===== src/rtl/instr_encoder_loader_pkg.sv =====
// instr_pkg
// Shared definitions for the instruction encoder/loader and the CPU controller:
//   - op_e     : symbolic operation accepted on the encoder input (4 bits)
//   - OPC_*    : 6-bit primary opcodes of the supported MIPS subset
//   - FUNC_*   : 6-bit func codes of the R-type (opcode 0) instructions
//   - state_e  : loader session states
package instr_pkg;

    typedef enum logic [3:0] {
        NOP  = 4'd0,
        ADDU = 4'd1,
        SUBU = 4'd2,
        ORI  = 4'd3,
        LW   = 4'd4,
        SW   = 4'd5,
        BEQ  = 4'd6,
        LUI  = 4'd7,
        JAL  = 4'd8,
        J    = 4'd9,
        JR   = 4'd10,
        JALR = 4'd11
    } op_e;

    localparam logic [5:0] OPC_SPECIAL = 6'h00;
    localparam logic [5:0] OPC_J       = 6'h02;
    localparam logic [5:0] OPC_JAL     = 6'h03;
    localparam logic [5:0] OPC_BEQ     = 6'h04;
    localparam logic [5:0] OPC_ORI     = 6'h0D;
    localparam logic [5:0] OPC_LUI     = 6'h0F;
    localparam logic [5:0] OPC_LW      = 6'h23;
    localparam logic [5:0] OPC_SW      = 6'h2B;

    localparam logic [5:0] FUNC_JR     = 6'h08;
    localparam logic [5:0] FUNC_JALR   = 6'h09;
    localparam logic [5:0] FUNC_ADDU   = 6'h21;
    localparam logic [5:0] FUNC_SUBU   = 6'h23;

    typedef enum logic [2:0] {
        IDLE  = 3'd0,
        RUN   = 3'd1,
        DRAIN = 3'd2,
        DONE  = 3'd3,
        ERR   = 3'd4
    } state_e;

endpackage


===== src/rtl/instr_encoder_loader_pack.sv =====
// instr_pack
// Purely combinational packer: turns a symbolic instruction into a 32-bit
// MIPS word. Fields an operation does not use are forced to zero.
// Ports:
//   op      in  4   operation (instr_pkg::op_e encoding)
//   rs/rt/rd in 5   register fields
//   imm     in  16  immediate / branch offset
//   target  in  26  jump target
//   word    out 32  encoded instruction (0 for illegal ops)
//   illegal out 1   op is outside the supported set (12..15)
module instr_pack
    import instr_pkg::*;
(
    input  logic [3:0]  op,
    input  logic [4:0]  rs,
    input  logic [4:0]  rt,
    input  logic [4:0]  rd,
    input  logic [15:0] imm,
    input  logic [25:0] target,
    output logic [31:0] word,
    output logic        illegal
);

    // Field layout: op[31:26] rs[25:21] rt[20:16] rd[15:11] shamt[10:6] func[5:0].
    // Shamt is never used by the supported set, so it is always zero.
    always_comb begin
        word    = 32'h0;
        illegal = 1'b0;
        case (op)
            NOP:  word = 32'h0;
            ADDU: word = {OPC_SPECIAL, rs, rt, rd, 5'b0, FUNC_ADDU};
            SUBU: word = {OPC_SPECIAL, rs, rt, rd, 5'b0, FUNC_SUBU};
            ORI:  word = {OPC_ORI, rs, rt, imm};
            LW:   word = {OPC_LW,  rs, rt, imm};
            SW:   word = {OPC_SW,  rs, rt, imm};
            BEQ:  word = {OPC_BEQ, rs, rt, imm};
            LUI:  word = {OPC_LUI, 5'b0, rt, imm};
            JAL:  word = {OPC_JAL, target};
            J:    word = {OPC_J,   target};
            JR:   word = {OPC_SPECIAL, rs, 15'b0, FUNC_JR};
            JALR: word = {OPC_SPECIAL, rs, 5'b0, rd, 5'b0, FUNC_JALR};
            default: illegal = 1'b1;
        endcase
    end

endmodule


===== src/rtl/instr_encoder_loader.sv =====
// instr_encoder_loader
// Streams symbolic instructions in over valid/ready, packs them into MIPS
// words and writes them to consecutive IM word addresses through a write
// port with backpressure. One-entry output holding register gives up to one
// word per cycle.
// Ports:
//   clk, reset (sync, active-low)
//   start/base_addr/max_words : begin a session at base_addr, at most max_words
//   finish                    : end the session early
//   in_valid/in_ready/in_op/in_rs/in_rt/in_rd/in_imm/in_target : input stream
//   im_we/im_ready/im_addr/im_wdata : IM write port
//   busy, done, err_illegal, count  : session status
module instr_encoder_loader
    import instr_pkg::*;
#(
    parameter int ADDR_W = 10
) (
    input  logic              clk,
    input  logic              reset,
    input  logic              start,
    input  logic [ADDR_W-1:0] base_addr,
    input  logic [ADDR_W-1:0] max_words,
    input  logic              finish,
    input  logic              in_valid,
    output logic              in_ready,
    input  logic [3:0]        in_op,
    input  logic [4:0]        in_rs,
    input  logic [4:0]        in_rt,
    input  logic [4:0]        in_rd,
    input  logic [15:0]       in_imm,
    input  logic [25:0]       in_target,
    output logic              im_we,
    input  logic              im_ready,
    output logic [ADDR_W-1:0] im_addr,
    output logic [31:0]       im_wdata,
    output logic              busy,
    output logic              done,
    output logic              err_illegal,
    output logic [ADDR_W-1:0] count
);

    state_e            state, state_next;
    logic [ADDR_W-1:0] addr;
    logic [ADDR_W-1:0] limit;
    logic [ADDR_W-1:0] accepted;
    logic [31:0]       pack_word;
    logic              pack_illegal;
    logic              accept, accept_ok, accept_bad, accept_last;
    logic              write_done, start_take;

    instr_pack u_pack (
        .op      (in_op),
        .rs      (in_rs),
        .rt      (in_rt),
        .rd      (in_rd),
        .imm     (in_imm),
        .target  (in_target),
        .word    (pack_word),
        .illegal (pack_illegal)
    );

    // The pending word always belongs at addr: addr only advances when that
    // word completes, so a word accepted in the same cycle lands at addr+1.
    assign im_addr     = addr;
    assign busy        = (state == RUN) || (state == DRAIN);
    assign done        = (state == DONE);
    assign in_ready    = (state == RUN) && (!im_we || im_ready) && (accepted < limit);
    assign accept      = in_valid && in_ready;
    assign accept_ok   = accept && !pack_illegal;
    assign accept_bad  = accept && pack_illegal;
    assign accept_last = accept_ok && ((accepted + ADDR_W'(1)) == limit);
    assign write_done  = im_we && im_ready;
    assign start_take  = start && ((state == IDLE) || (state == DONE) || (state == ERR));

    // Session state register.
    always_ff @(posedge clk) begin
        if (!reset) begin
            state <= IDLE;
        end else begin
            state <= state_next;
        end
    end

    // Next-state logic. DRAIN waits for the holding register to empty so the
    // last accepted word is always written before the session reports.
    always_comb begin
        state_next = state;
        case (state)
            IDLE, DONE, ERR: begin
                if (start) begin
                    state_next = (max_words == '0) ? DONE : RUN;
                end
            end
            RUN: begin
                if (finish || accept_bad || accept_last) begin
                    state_next = DRAIN;
                end
            end
            DRAIN: begin
                if (!im_we || im_ready) begin
                    state_next = err_illegal ? ERR : DONE;
                end
            end
            default: state_next = IDLE;
        endcase
    end

    // Session bookkeeping: address/limit/counters are reloaded on start,
    // otherwise advanced by completed writes and legal accepts.
    always_ff @(posedge clk) begin
        if (!reset) begin
            addr        <= '0;
            limit       <= '0;
            accepted    <= '0;
            count       <= '0;
            err_illegal <= 1'b0;
        end else if (start_take) begin
            addr        <= base_addr;
            limit       <= max_words;
            accepted    <= '0;
            count       <= '0;
            err_illegal <= 1'b0;
        end else begin
            if (write_done) begin
                addr  <= addr + ADDR_W'(1);
                count <= count + ADDR_W'(1);
            end
            if (accept_ok) begin
                accepted <= accepted + ADDR_W'(1);
            end
            if (accept_bad) begin
                err_illegal <= 1'b1;
            end
        end
    end

    // Output holding register: a legal accept loads a new word (possibly in
    // the same cycle the previous one completes); otherwise the request is
    // held until IM takes it.
    always_ff @(posedge clk) begin
        if (!reset) begin
            im_we    <= 1'b0;
            im_wdata <= 32'h0;
        end else if (accept_ok) begin
            im_we    <= 1'b1;
            im_wdata <= pack_word;
        end else if (write_done) begin
            im_we    <= 1'b0;
        end
    end

endmodule

===== config.mk =====
export PLATFORM = sky130hd
export DESIGN_NAME = instr_encoder_loader
export DESIGN_NICKNAME = d
export VERILOG_FILES = /design/src/rtl/instr_encoder_loader_pkg.sv /design/src/rtl/instr_encoder_loader_pack.sv /design/src/rtl/instr_encoder_loader.sv
export SDC_FILE = /design/constraint.sdc
export NUM_CORES = 1
export LEC_CHECK = 0
export BUFFER_PORTS_ARGS = -buffer_cell sky130_fd_sc_hd__buf_2
export CAP_MARGIN = 20
export CORE_AREA = 2 2 92 94
export CTS_BUF_LIST = sky130_fd_sc_hd__clkbuf_8
export DETAILED_ROUTE_END_ITERATION = 6
export DIE_AREA = 0 0 94 96
export PLACE_DENSITY = 0.86
export SLEW_MARGIN = 10
export SYNTH_ARGS = -nofsm -noshare
export SYNTH_HDL_FRONTEND = slang
export SYNTH_HIERARCHICAL = 1
export SYNTH_SLANG_ARGS = --single-unit

===== constraint.sdc =====
create_clock -name clk -period 5.4 [get_ports clk]
set_input_delay 0.54 -clock clk [delete_from_list [all_inputs] [get_ports clk]]
set_output_delay 0.54 -clock clk [all_outputs]
set_load 0.01 [all_outputs]

* Yosys cells after proc, flatten, opt, wreduce, memory -nomap -nowiden
Index checks and enable logic that the tools add are counted.
Operators by class: $add $sub $neg 3, reduce and logical (&&, ||, !) cells 24, equality and inequality tests 19, order comparisons 1, bitwise operators 1, multiplexer cells 12
Operators by type and width (count):
- $pmux W32 S11 | 1
- $add A10 B1 Y10 const B | 3
- $mux W10 | 2
- $eq A4 B3 Y1 const B | 4
- $eq A4 B4 Y1 const B | 4
- $mux W3 | 4
- $reduce_or A12 Y1 | 1
- $eq A10 B10 Y1 | 1
- $logic_not A10 Y1 | 1
- $lt A10 B10 Y1 | 1
- $pmux W3 S3 | 1
- $eq A4 B2 Y1 const B | 2
- $logic_and A1 B1 Y1 | 8
- $eq A3 B2 Y1 const B | 2
- $logic_or A1 B1 Y1 | 6
- $eq A4 B1 Y1 const B | 1
- $logic_not A4 Y1 | 1
- $ne A2 B1 Y1 const B | 2
- $reduce_bool A2 Y1 | 2
- $eq A3 B1 Y1 const B | 1
- $eq A3 B3 Y1 const B | 1
- $logic_not A3 Y1 | 1
- $mux W1 | 3
- $reduce_and A3 Y1 | 1
- other kinds (6) | 6
Word-level totals: output and inout port bits 57, register bits after elaboration 77, logic and storage cells 68, input port bits 87

* Longest topological paths before layout
Gate-level depths: netlist of run 1.
word-level depth 10, depth in mapped cells 9, depth with buffers taken out 8

* Hierarchy
Netlist of run 1, hierarchy kept.
By module, submodules not included:
- instr_encoder_loader | instances 1, sequential area each 1541.5 sq um, cells an instance 433, area each 3736.1 sq um
- instr_pack | instances 1, sequential area each 0.0 sq um, cells an instance 108, area each 691.9 sq um

* Worst setup path after synthesis of run 1
OpenSTA, ideal clock, no wires.
path type flip-flop to flip-flop, start point register limit[1], end point register state[0], arrival 2.032 ns, setup time 0.129 ns, period minus slack after synthesis 2.160 ns, path slack 3.240 ns, cell stages (with the launch flop) 9, required time 5.271 ns, path buffers 0, path through dfxtp_1 -> inv_1 -> ha_1 -> nor2b_1 -> o311ai_0 -> nand4_2 -> a2111oi_1 -> a21oi_1 -> mux2i_1
Between the ends: longest elaborated chain between the ends 8, elaborated cells on any way between the ends 11, classes of those cells order compare: 1; eq/ne: 2; reduce/logical: 8
RTL lines:
- from (decl) | line instr_encoder_loader.sv:44 | logic [ADDR_W-1:0] limit;
- from (signal assigned) | line instr_encoder_loader.sv:119 | limit <= max_words;
- $lt A10 B10 Y1 | line instr_encoder_loader.sv:67 | assign in_ready = (state == RUN) && (!im_we || im_ready) && (accepted < limit);
- $logic_and A1 B1 Y1 | line instr_encoder_loader.sv:67
- $logic_and A1 B1 Y1 | line instr_encoder_loader.sv:68 | assign accept = in_valid && in_ready;
- $logic_and A1 B1 Y1, on equally long branches | line instr_encoder_loader.sv:70, instr_encoder_loader.sv:69
- $logic_or A1 B1 Y1 or $logic_and A1 B1 Y1 (tied branches) | line instr_encoder_loader.sv:95, instr_encoder_loader.sv:71
- $logic_or A1 B1 Y1 (*) | line instr_encoder_loader.sv:95 | if (finish || accept_bad || accept_last) begin
- $ne A2 B1 Y1 (no line) (*)
- $reduce_and A3 Y1 (no line) (*)
- to (signal assigned) | line instr_encoder_loader.sv:80 | state <= state_next;
- to (decl) | line instr_encoder_loader.sv:42 | state_e state, state_next;
Mark *: on every way between the ends. The rest lies on a longest branch, timed or not. A chain may end at the register's enable or synchronous reset.

* Worst setup path after layout of run 1
start point register limit[1], end point register accepted[3]
Between the ends: longest elaborated chain between the ends 4
RTL lines:
- $lt A10 B10 Y1 | line instr_encoder_loader.sv:67
- $logic_and A1 B1 Y1 | line instr_encoder_loader.sv:67
- $logic_and A1 B1 Y1 | line instr_encoder_loader.sv:68
- $logic_and A1 B1 Y1 | line instr_encoder_loader.sv:69 | assign accept_ok = accept && !pack_illegal;
- to (signal assigned) | line instr_encoder_loader.sv:129 | accepted <= accepted + ADDR_W'(1);
- to (decl) | line instr_encoder_loader.sv:45 | logic [ADDR_W-1:0] accepted;
No other way between the ends.

==> results of run 1 <==
[sequential cells by signal (all words and copies together), names as in the netlist]
name and cells:
err_illegal 1, im_we 1, count 10, accepted 10, im_wdata 32, state 3
limit 10, im_addr 10
[through the flow]
stage	util, %	cells	setup slack [ns]
floorplan	-	541	3.24
global placement	63.9	759	2.28
detailed placement	63.9	759	2.14
CTS	66.4	775	2.11
global route	66.4	775	1.85
finish	66.4	775	2.12
[layer usage]
layer | track usage [%] | vias up
li1 | - | 2152
met1 | 30.4 | 2031
met2 | 44.8 | 145
met3 | 5.64 | 21
met4 | 10.6 | 0
met5 | 0 | -
[Yosys cell counts (all sizes together), types with 3 or more instances]
cell,instances
clkbuf,17
xor2,15
a21o,3
nor3,4
inv,21
nor4,8
o21ai,20
and2,7
o211ai,3
and3,9
a22o,5
nor2b,7
a22oi,11
nand3,13
nand4,11
or3,9
o2bb2ai,6
nor2,73
nand2,52
o21a,3
a21oi,35
dfxtp,77
buf,16
a221oi,6
ha,17
xnor2,17
nand2b,8
mux2i,35
and4,3
a211oi,10
[critical path: cells and delay by family, from the launching register on]
kind                       cells  cell delay [ns]
AOI/OAI and AO/OA              2             0.81
adders and majority gates      1             0.29
buffers and inverters          2             0.53
DFF                            1             0.38
and+or+nand+nor                3             1.16
[worst paths after layout]
path              slack, ns     endpoint  depth (start not counted)
setup / recovery       2.12  accepted[3]                          8
hold / removal         0.43     limit[8]                          3
hold reg to reg        0.47     limit[0]                          2
setup reg to reg       2.12  accepted[3]                          8
[cells by family after synthesis]
group	count (synthesis)	share of synthesized area [%]
buffers and inverters	54	5.57
other	1	0.0847
xor gates and xnor gates	32	6.33
muxes	37	8.42
adders and majority gates	17	4.80
DFF	77	34.8
AOI/OAI and AO/OA	114	17.2
and+or+nand+nor	209	22.8
[power by group]
group	switching [mW]	internal [mW]	total [mW]	leakage, nW
combinational	0.282	0.216	0.497	1.79
sequential	0.0583	0.621	0.679	0.625
clock	0.235	0.231	0.466	0.107
[layout make-up]
type	instances	share of cell area (%)
inverters	21	1.47
well taps	105	2.46
clock buffers	10	2.57
clock inverters	6	1.31
repair buffers	146	13.8
multi-input cells	410	49.6
flip-flops and latches	77	28.8
==> run summary, run 1 <==
CELLS AND AREA
-------------------------------------------------------------------------------------------------
Most common cell after layout, fill and taps aside                                          buf_2
Area taken by multi-input logic gates                                                  2650 sq um
Share of layout cells above drive strength 1                                                25.8%
Filler cell count                                                                             667
Area growth from synthesis to layout                                                        20.8%
Sequential standard cell area                                                          1540 sq um
Leading cell types in the layout, fill and taps excluded                             buf_2, dfxtp_1, nor2_1, nand2_1
Count of nets after finishing                                                                 769
Fin area                                                                               5350 sq um
Antenna diode count                                                                             0

DIE
-------------------------------------------------------------------------------------------------
Die Y                                                                                       96 um
Total I/O pin count                                                                           144
Site row count                                                                                 33
Full die area                                                                          9020 sq um
Die width                                                                                   94 um
Area of the core                                                                       8050 sq um
Initial core utilization                                                                    55.0%

PWR
-------------------------------------------------------------------------------------------------
Ratio of total power to cell area                                                     307 nW/um^2
Leakage power                                                                             2.52 nW
Maximum vdd drop                                                                         0.166 mV
Power after layout                                                                        1.64 mW

STA
-------------------------------------------------------------------------------------------------
Final critical delay including setup and external delays                                  3.28 ns
Crit share post-route                                                                       60.8%
Final setup violation count                                                                     0
Unrepaired setup endpoints after global routing                                             false
Max Fclk                                                                                  305 MHz
Total negative slack                                                                         0 ns
Worst Tran Pin Value                                                                     0.972 ns
Relative slew slack                                                                         35.1%
Worst setup skew after layout                                                           0.0103 ns
Number of max-slew violations in the final report                                               0
Post-Route Hold Slack                                                                    0.425 ns
Hold Fails Final Rpt                                                                            0

CRITICAL PATH
-------------------------------------------------------------------------------------------------
FF-to-FF Start                                                                           limit[1]
Worst-path fanout max                                                                          33
Longest individual stage delay on the worst path                                          0.66 ns
CP Launch Type                                                                          flip-flop
Worst EP required                                                                         5.68 ns
WP data arrival                                                                           3.56 ns
Critical path start-end classification                                                 reg -> reg
Slowest-stage cell, CP                                                                   o311ai_0
Critical path endpoint category                                                         flip-flop
Cells traversed along the worst timing path                                          inv_1, ha_1, nor2b_1, o311ai_0, nand4_4, buf_4, or3_1, a21oi_1
Source of the critical timing path                                                       limit[1]

GLOBAL ROUTE
-------------------------------------------------------------------------------------------------
Vias in the first global route                                                               4068
Antenna violations before repair                                                                0
Maximum number of pins on one net before global-route repair                                   56
Total routing resource utilization after global routing                                     25.6%
GRT overflow                                                                                    0
First-pass GRT wire length                                                                18.3 mm

YOSYS
-------------------------------------------------------------------------------------------------
Average cell area after synthesis                                                      8.18 sq um
Sequential share of the synthesized area                                                    34.8%
Cell area after technology mapping                                                     4430 sq um
Synth top area cells                                                                 dfxtp_1, mux2i_1, nor2_1
Library cell with the largest summed area after synthesis                                 dfxtp_1
Synth warnings                                                                                  6
Number of synthesized flops with an enable pin                                                  0
Number of instances in the synthesized netlist                                                541
Post-synth top flop                                                                       dfxtp_1
Mapped Nets                                                                                   645
Number of distinct library cell variants in the gate-level netlist after synthesis             54
Synthesized flop and latch total                                                               77
Fraction of registers with async set or reset after synthesis                                  0%
Proportion of netlist area held by the largest area contributor                             34.8%

CLOCK TREE
-------------------------------------------------------------------------------------------------
Largest buffer count on any clock path                                                          2
Library cell used as clock root buffer                                                   clkbuf_8
Number of buffers added to fix hold violations after cts                                        0
Count of H-tree levels built during CTS                                                         3
Clock slew at reported path FFs                                                           0.09 ns
Sinks on the clock net                                                                         77
TritonCTS clock tree                                                                          yes
TritonCTS buffer count                                                                          9
Postcts setup bufs                                                                              0
PostCTS Resize Cnt                                                                              0
Clock latency reported for the late side of the worst-skew pair                           0.36 ns

ROUTING
-------------------------------------------------------------------------------------------------
Detailed Route Iter0 Violations                                                               268
TritonRoute pass-1 iters                                                                        4
Detailed-route via count                                                                     4349
Via-to-Cell Ratio                                                                            5.61
Final routed wire length divided by cell count                                            15.0 um
Routed met2 length                                                                        5.73 mm
DRC                                                                                             0
Uppermost routed layer                                                                       met4
Routed wire length                                                                        11.6 mm
Number of antenna-violating nets in the routed design                                           0
WL met1                                                                                   4.91 mm
DR WL met3                                                                                 729 um

STATUS
-------------------------------------------------------------------------------------------------
Outcome                                                                              finished clean

PLACE
-------------------------------------------------------------------------------------------------
HPWL reported at the end of detailed placement                                            8.58 mm
Final estimated routing congestion in global placement                                      0.926
Placed Instance Area                                                                   5140 sq um
Port Buffers                                                                                  143

JOB
-------------------------------------------------------------------------------------------------
Max-cap violation count                                                                         0

MIN PATH
-------------------------------------------------------------------------------------------------
Startpoint of the lowest-slack hold path                                             max_words[8]
Type of the worst min-delay path                                                        in -> reg

Note: power is estimated with default switching activity, not from simulation.
==> run 2, diff against run 1 <==
Settings changed: CORE_AREA 2 2 92 94 to 2 2 100 102, DIE_AREA 0 0 94 96 to 0 0 102 104, PLACE_DENSITY 0.86 to 0.77.
Clock period 5.4 ns to 2.89 ns, I/O delays scaled along.
==> run summary, run 2 (synthesis results as in run 1) <==
STA
------------------------------------------------------------------------------
Least setup slack across all paths after layout                       0.291 ns   was 2.12 ns
Crit share post-route                                                    89.9%   was 60.8%
Max Fclk                                                               385 MHz   was 305 MHz
Worst Tran Pin Value                                                  0.747 ns   was 0.972 ns
Unrepaired setup endpoints after global routing                          false   unchanged
Worst setup skew after layout                                       0.00896 ns   was 0.0103 ns
Hold Fails Final Rpt                                                         0   unchanged
Final setup violation count                                                  0   unchanged
Post-Route Hold Slack                                                 0.182 ns   was 0.425 ns
Final critical delay including setup and external delays               2.60 ns   was 3.28 ns
Relative slew slack                                                      50.1%   was 35.1%
Number of max-slew violations in the final report                            0   unchanged
Total negative slack                                                      0 ns   unchanged

CRITICAL PATH
------------------------------------------------------------------------------
WP buf/inv                                                                   1   was 2
CP Launch Type                                                       flip-flop   unchanged
Critical path start-end classification                              reg -> reg   unchanged
Capture instance of the worst register-to-register path            accepted[5]   was accepted[3]
FF-to-FF Start                                                     accepted[4]   was limit[1]
Longest individual stage delay on the worst path                       0.60 ns   was 0.66 ns
Gate family responsible for the most delay along the worst path   simple AND/OR/NAND/NOR gates   unchanged
Cells traversed along the worst timing path                       ha_1, and3_1, o211ai_1, nand4_4, buf_4, or3_1, a21oi_1   was inv_1, ha_1, nor2b_1, o311ai_0, nand4_4, buf_4, or3_1, a21oi_1
Worst EP required                                                      3.18 ns   was 5.68 ns
Slowest-stage cell, CP                                                 dfxtp_1   was o311ai_0
Logic depth of the worst register-to-register path                           7   was 8
Setup slack, reg-to-reg                                                0.29 ns   was 2.12 ns
Worst-path fanout max                                                       50   was 33
WP data arrival                                                        2.89 ns   was 3.56 ns
Critical path endpoint category                                      flip-flop   unchanged

PLACE
------------------------------------------------------------------------------
Placed Instance Area                                                5200 sq um   was 5140 sq um
HPWL reported at the end of detailed placement                         8.85 mm   was 8.58 mm
Placed instance count                                                      790   was 759
Worst slack after detailed placement                                  0.196 ns   was 2.14 ns
Final estimated routing congestion in global placement                   0.906   was 0.926
Port Buffers                                                               143   unchanged

GLOBAL ROUTE
------------------------------------------------------------------------------
Antenna violations before repair                                             0   unchanged
Vias in the first global route                                            4202   was 4068
Total routing resource utilization after global routing                  23.0%   was 25.6%
GRT overflow                                                                 0   unchanged
Maximum number of pins on one net before global-route repair                51   was 56
First-pass GRT wire length                                             19.7 mm   was 18.3 mm

DIE
------------------------------------------------------------------------------
Site row count                                                              36   was 33
Total I/O pin count                                                        144   unchanged
Initial core utilization                                                 46.4%   was 55.0%
Full die area                                                      10600 sq um   was 9020 sq um
Die Y                                                                   104 um   was 96 um
Die width                                                               102 um   was 94 um
Area of the core                                                    9550 sq um   was 8050 sq um

CLOCK TREE
------------------------------------------------------------------------------
TritonCTS buffer count                                                       9   unchanged
Clock slew at reported path FFs                                        0.08 ns   was 0.09 ns
TritonCTS clock tree                                                       yes   unchanged
Library cell used as clock root buffer                                clkbuf_8   unchanged
Sinks on the clock net                                                      77   unchanged
Largest buffer count on any clock path                                       2   unchanged
Count of H-tree levels built during CTS                                      3   unchanged
Clock latency reported for the late side of the worst-skew pair        0.36 ns   about the same

CELLS AND AREA
------------------------------------------------------------------------------
Most common cell after layout, fill and taps aside                       buf_2   unchanged
Post-route non-filler standard cell count                                  806   was 775
Share of layout cells above drive strength 1                             26.3%   was 25.8%
Filler cell count                                                          929   was 667
Register with the most flip-flops                                     im_wdata   unchanged
Leading cell types in the layout, fill and taps excluded          buf_2, dfxtp_1, nor2_1, nand2_1   unchanged
Flip-flop count of the largest register after layout                        32   unchanged
Antenna diode count                                                          0   unchanged
Fin area                                                            5380 sq um   was 5350 sq um
Area growth from synthesis to layout                                     21.4%   was 20.8%
Count of nets after finishing                                              772   was 769

ROUTING
------------------------------------------------------------------------------
Final routed wire length divided by cell count                         14.6 um   was 15.0 um
Detailed-route via count                                                  4358   was 4349
TritonRoute pass-1 iters                                                     4   unchanged
Detailed Route Iter0 Violations                                            265   was 268
Number of antenna-violating nets in the routed design                        0   unchanged
Routed wire length                                                     11.8 mm   was 11.6 mm
DRC                                                                          0   unchanged
Via-to-Cell Ratio                                                         5.41   was 5.61

PWR
------------------------------------------------------------------------------
Ratio of total power to cell area                                  547 nW/um^2   was 307 nW/um^2
Maximum vdd drop                                                      0.199 mV   was 0.166 mV
Portion of total power attributed to sequential cells                    43.2%   was 41.4%
Relative contribution of the clock network to total power                24.9%   was 28.4%
NetSw                                                                  1.06 mW   was 575 uW
Switching share of total power                                           35.9%   was 35.0%
Leakage power                                                          2.52 nW   about the same
Proportion of power drawn by combinational gates                         31.9%   was 30.3%
Cell internal power dissipation                                        1.89 mW   was 1.07 mW

MIN PATH
------------------------------------------------------------------------------
Worst hold path stage count                                                  3   unchanged
Startpoint of the lowest-slack hold path                          max_words[6]   was max_words[8]
Min-Delay Endpoint                                                    limit[6]   was limit[8]
Type of the worst min-delay path                                     in -> reg   unchanged

JOB
------------------------------------------------------------------------------
Max-cap violation count                                                      0   unchanged

STATUS
------------------------------------------------------------------------------
Outcome                                                           finished clean   unchanged

## run 2: tightest hold or removal path, delay by kind of cell
kind,cells,cell delay (ns)
compound gates,1,0.05
buf+inv,1,0.10
simple gates,1,0.05
## run 2: how the worst max path moves through the flow
stage | depth (start not counted) | start | endpoint
floorplan | 8 | limit[1] | state[0]
global placement | 8 | limit[1] | accepted[8]
detailed placement | 8 | limit[1] | accepted[5]
CTS | 8 | limit[1] | accepted[5]
global route | 7 | accepted[4] | accepted[6]
finish | 7 | accepted[4] | accepted[5]
## run 2: metrics by stage
stage,utilization (%),total power [mW]
after global routing,56.3,3.12
after global placement,54.5,2.20
final,56.3,2.94
after floorplan,-,1.94
after CTS,56.3,2.97
after detailed placement,54.5,2.23
## run 2: per-layer routing
metal	up-vias	global-route usage [%]	wire, um
li1	2160	-	-
met1	2043	28.7	5020
met2	140	39.1	5850
met3	15	4.50	685
met4	0	7.90	203
met5	-	0	0
## run 2: what timing repair did
action | 4_1_cts | 5_1_grt
endpoints found under the setup margin | 0 | 6
hold buffers | 0 | 0
setup buffers | 0 | 0
resized for setup | 0 | 1
## run 2: power by group through the flow
stage	Combinational, mW	Clock (mW)	Sequential [mW]
CTS	0.943	0.758	1.27
global placement	0.914	0	1.29
detailed placement	0.935	0	1.29
floorplan	0.647	0	1.29
finish	0.940	0.732	1.27
global route	1.04	0.796	1.29
## run 2: layout make-up
| class | count | area (sq um) | area share, % |
|---|---|---|---|
| clock buffer | 9 | 124 | 2.30 |
| inverter | 21 | 78.8 | 1.47 |
| multi-input combinational | 410 | 2650 | 49.3 |
| tap | 133 | 166 | 3.10 |
| sequential | 77 | 1540 | 28.7 |
| timing repair buffer | 149 | 761 | 14.2 |
| clock inverter | 7 | 51.3 | 0.954 |
==> run 3, diff against run 2 <==
Settings changed: CORE_AREA 2 2 100 102 to 2 2 89 91, DIE_AREA 0 0 102 104 to 0 0 91 93, PLACE_DENSITY 0.77 to unset, PLACE_DENSITY_LB_ADDON set to 0.12, SYNTH_HIERARCHICAL 1 to unset.
Clock period 2.89 ns to 3 ns, I/O delays scaled along.
==> run summary, run 3 <==
STATUS
-------------------------------------------------------------------------------------------------
Outcome                                                                              finished clean   unchanged

CLOCK TREE
-------------------------------------------------------------------------------------------------
Clock latency reported for the late side of the worst-skew pair                           0.35 ns   was 0.36 ns
Count of H-tree levels built during CTS                                                         3   unchanged
Postcts setup bufs                                                                              0   unchanged
Sinks on the clock net                                                                         76   was 77
Clock slew at reported path FFs                                                           0.08 ns   about the same
TritonCTS clock tree                                                                          yes   unchanged
Number of buffers added to fix hold violations after cts                                        0   unchanged
TritonCTS buffer count                                                                          9   unchanged
Library cell used as clock root buffer                                                   clkbuf_8   unchanged
PostCTS Resize Cnt                                                                              0   unchanged
Largest buffer count on any clock path                                                          2   unchanged

YOSYS
-------------------------------------------------------------------------------------------------
Most numerous cell in the Yosys netlist                                                   dfxtp_1   unchanged
Sequential share of the synthesized area                                                    36.8%   was 34.8%
Library cell with the largest summed area after synthesis                                 dfxtp_1   unchanged
Synth top area cells                                                                 dfxtp_1, nand2_1, o211a_1   was dfxtp_1, mux2i_1, nor2_1
Proportion of netlist area held by the largest area contributor                             36.8%   was 34.8%
Synth top cells by count                                                             dfxtp_1, nand2_1, nor2_1   was dfxtp_1, nor2_1, nand2_1
Number of synthesized flops with an enable pin                                                  0   unchanged
Synth warnings                                                                                  0   was 6
Cell area after technology mapping                                                     4130 sq um   was 4430 sq um
Synthesized flop and latch total                                                               76   was 77
Fraction of registers with async set or reset after synthesis                                  0%   unchanged
Post-synth top flop                                                                       dfxtp_1   unchanged
Number of distinct library cell variants in the gate-level netlist after synthesis             54   unchanged
Average cell area after synthesis                                                      8.40 sq um   was 8.18 sq um
Number of instances in the synthesized netlist                                                492   was 541
Mapped Nets                                                                                   592   was 645

CRITICAL PATH
-------------------------------------------------------------------------------------------------
Cells traversed along the worst timing path                                          inv_1, ha_1, a21o_1, a311o_1, nor4b_4, buf_12, nand4_1, xor2_1, nor2_1   was ha_1, and3_1, o211ai_1, nand4_4, buf_4, or3_1, a21oi_1
Capture instance of the worst register-to-register path                               accepted[6]   was accepted[5]
Timing endpoint of the critical path                                                  accepted[6]   was accepted[5]
WP data arrival                                                                           2.79 ns   was 2.89 ns
Critical path endpoint category                                                         flip-flop   unchanged
Gate family responsible for the most delay along the worst path                      simple AND/OR/NAND/NOR gates   unchanged
CP Launch Type                                                                          flip-flop   unchanged
Critical path start-end classification                                                 reg -> reg   unchanged
Setup slack, reg-to-reg                                                                   0.45 ns   was 0.29 ns
FF-to-FF Start                                                                           limit[7]   was accepted[4]
Source of the critical timing path                                                       limit[7]   was accepted[4]
Slowest-stage cell, CP                                                                    nor4b_4   was dfxtp_1
Worst EP required                                                                         3.24 ns   was 3.18 ns
Logic depth of the worst register-to-register path                                              9   was 7
Worst-path fanout max                                                                          47   was 50
Longest individual stage delay on the worst path                                          0.45 ns   was 0.60 ns
WP buf/inv                                                                                      2   was 1
Number of cells on the critical path                                                            9   was 7

CELLS AND AREA
-------------------------------------------------------------------------------------------------
Filler cell count                                                                             677   was 929
Leading cell types in the layout, fill and taps excluded                             buf_2, dfxtp_1, nand2_1, nor2_1, xor2_1   was buf_2, dfxtp_1, nor2_1, nand2_1
Flip-flop count of the largest register after layout                                           31   was 32
Register with the most flip-flops                                                        im_wdata   unchanged
Area growth from synthesis to layout                                                        23.4%   was 21.4%
Count of nets after finishing                                                                 718   was 772
Share of layout cells above drive strength 1                                                27.4%   was 26.3%
Antenna diode count                                                                             0   unchanged
Fin area                                                                               5100 sq um   was 5380 sq um
Most common cell after layout, fill and taps aside                                          buf_2   unchanged
Final core utilization                                                                      67.7%   was 56.3%
Post-route non-filler standard cell count                                                     725   was 806

STA
-------------------------------------------------------------------------------------------------
Total negative slack                                                                         0 ns   unchanged
Worst Tran Pin Value                                                                     0.865 ns   was 0.747 ns
Post-Route Hold Slack                                                                    0.180 ns   was 0.182 ns
Relative slew slack                                                                         42.3%   was 50.1%
Worst setup skew after layout                                                           0.0105 ns   was 0.00896 ns
Final critical delay including setup and external delays                                  2.55 ns   was 2.60 ns
Hold Fails Final Rpt                                                                            0   unchanged
Number of max-slew violations in the final report                                               0   unchanged
Crit share post-route                                                                       85.1%   was 89.9%
Final setup violation count                                                                     0   unchanged
Max Fclk                                                                                  392 MHz   was 385 MHz
Unrepaired setup endpoints after global routing                                             false   unchanged

PWR
-------------------------------------------------------------------------------------------------
NetSw                                                                                      792 uW   was 1.06 mW
Proportion of power drawn by combinational gates                                            24.1%   was 31.9%
Relative contribution of the clock network to total power                                   30.9%   was 24.9%
Ratio of total power to cell area                                                     509 nW/um^2   was 547 nW/um^2
Portion of total power attributed to sequential cells                                       45.0%   was 43.2%
Leakage power                                                                             2.45 nW   was 2.52 nW
Maximum vdd drop                                                                         0.297 mV   was 0.199 mV
Cell internal power dissipation                                                           1.80 mW   was 1.89 mW
Switching share of total power                                                              30.6%   was 35.9%

DIE
-------------------------------------------------------------------------------------------------
Area of the core                                                                       7530 sq um   was 9550 sq um
Initial core utilization                                                                    54.9%   was 46.4%
Site row count                                                                                 32   was 36
Die Y                                                                                       93 um   was 104 um
Total I/O pin count                                                                           144   unchanged
Die width                                                                                   91 um   was 102 um
Full die area                                                                          8460 sq um   was 10600 sq um

GLOBAL ROUTE
-------------------------------------------------------------------------------------------------
GRT overflow                                                                                    0   unchanged
Total routing resource utilization after global routing                                     25.7%   was 23.0%
Antenna violations before repair                                                                0   unchanged
First-pass GRT wire length                                                                17.7 mm   was 19.7 mm
Vias in the first global route                                                               3773   was 4202
Maximum number of pins on one net before global-route repair                                   48   was 51

ROUTING
-------------------------------------------------------------------------------------------------
Detailed Route Iter0 Violations                                                               148   was 265
Detailed-route via count                                                                     3956   was 4358
Final routed wire length divided by cell count                                            14.4 um   was 14.6 um
DRC                                                                                             0   unchanged
TritonRoute pass-1 iters                                                                        4   unchanged
Routed wire length                                                                        10.5 mm   was 11.8 mm
Number of antenna-violating nets in the routed design                                           0   unchanged
Via-to-Cell Ratio                                                                            5.46   was 5.41

JOB
-------------------------------------------------------------------------------------------------
Max-cap violation count                                                                         0   unchanged

PLACE
-------------------------------------------------------------------------------------------------
Port Buffers                                                                                  142   was 143
Final estimated routing congestion in global placement                                      0.917   was 0.906
HPWL reported at the end of detailed placement                                            7.72 mm   was 8.85 mm
Placed Instance Area                                                                   4890 sq um   was 5200 sq um
Placed instance count                                                                         709   was 790

MIN PATH
-------------------------------------------------------------------------------------------------
Type of the worst min-delay path                                                        in -> reg   unchanged
Startpoint of the lowest-slack hold path                                             base_addr[5]   was max_words[6]

==> run 3: cell types whose count changed in the layout (fill, tap and decap cells not counted), moves of 12 or more <==
cell | previous run | this run
nor2_1 | 72 | 50
a21oi_1 | 35 | 14
mux2i_1 | 35 | 2
nand2_1 | 52 | 70
nor3b_1 | 2 | 19
a21boi_0 | 0 | 14
a221oi_1 | 6 | 18
o211a_1 | 0 | 20
==> run 3: how the worst min path moves through the flow <==
stage | endpoint | slack (ns) | cells after the start
6_report | im_addr[5] | 0.18 | 2
5_1_grt | im_addr[5] | 0.17 | 2
4_1_cts | im_addr[5] | 0.17 | 2
3_5_place_dp | im_wdata[28] | 0.45 | 2
3_3_place_gp | im_wdata[31] | 0.45 | 2
2_1_floorplan | limit[5] | 0.44 | 2
==> run 3: power by group through the flow <==
stage | Clock, mW | Sequential (mW) | Combinational [mW]
4_1_cts | 0.818 | 1.16 | 0.628
2_1_floorplan | 0 | 1.20 | 0.381
6_report | 0.802 | 1.17 | 0.625
3_3_place_gp | 0 | 1.18 | 0.614
3_5_place_dp | 0 | 1.19 | 0.625
5_1_grt | 0.862 | 1.18 | 0.699
==> run 3: layout make-up <==
class                   count  area, sq um  share of cell area (%)
clock buffers              11          151                    2.97
clock inverters             5         51.3                    1.01
inverters                  15         56.3                    1.10
multi-input cells         367         2410                    47.3
flip-flops and latches     76         1520                    29.8
well taps                 102          128                    2.50
repair buffers            149          776                    15.2
==> run 3: cells by family (layout without fill, tap and decap cells) <==
group,after synthesis,in the layout,share of synthesized area (%)
AOI/OAI and AO/OA,109,109,20.8
xor gates and xnor gates,39,39,8.27
buffers and inverters,49,180,4.85
and+or+nand+nor,202,202,24.4
other,1,1,0.0908
DFF,76,76,36.8
adders and majority gates,13,13,3.94
muxes,3,3,0.757
==> run 3: metrics by stage <==
stage / power (mW) / setup WS, ns
floorplan: 1.58 / 0.748
global placement: 1.80 / 0.543
finish: 2.59 / 0.447
CTS: 2.61 / 0.456
detailed placement: 1.81 / 0.475
global route: 2.74 / 0.273
==> run 3: routing by layer <==
metal | vias to the layer above | GRT usage [%] | part of all wire, %
met5 | - | 0 | 0
met4 | 0 | 9.85 | 1.8
met3 | 15 | 7.33 | 6.8
met2 | 136 | 40.6 | 47
met1 | 1806 | 33.4 | 44
li1 | 1999 | - | -
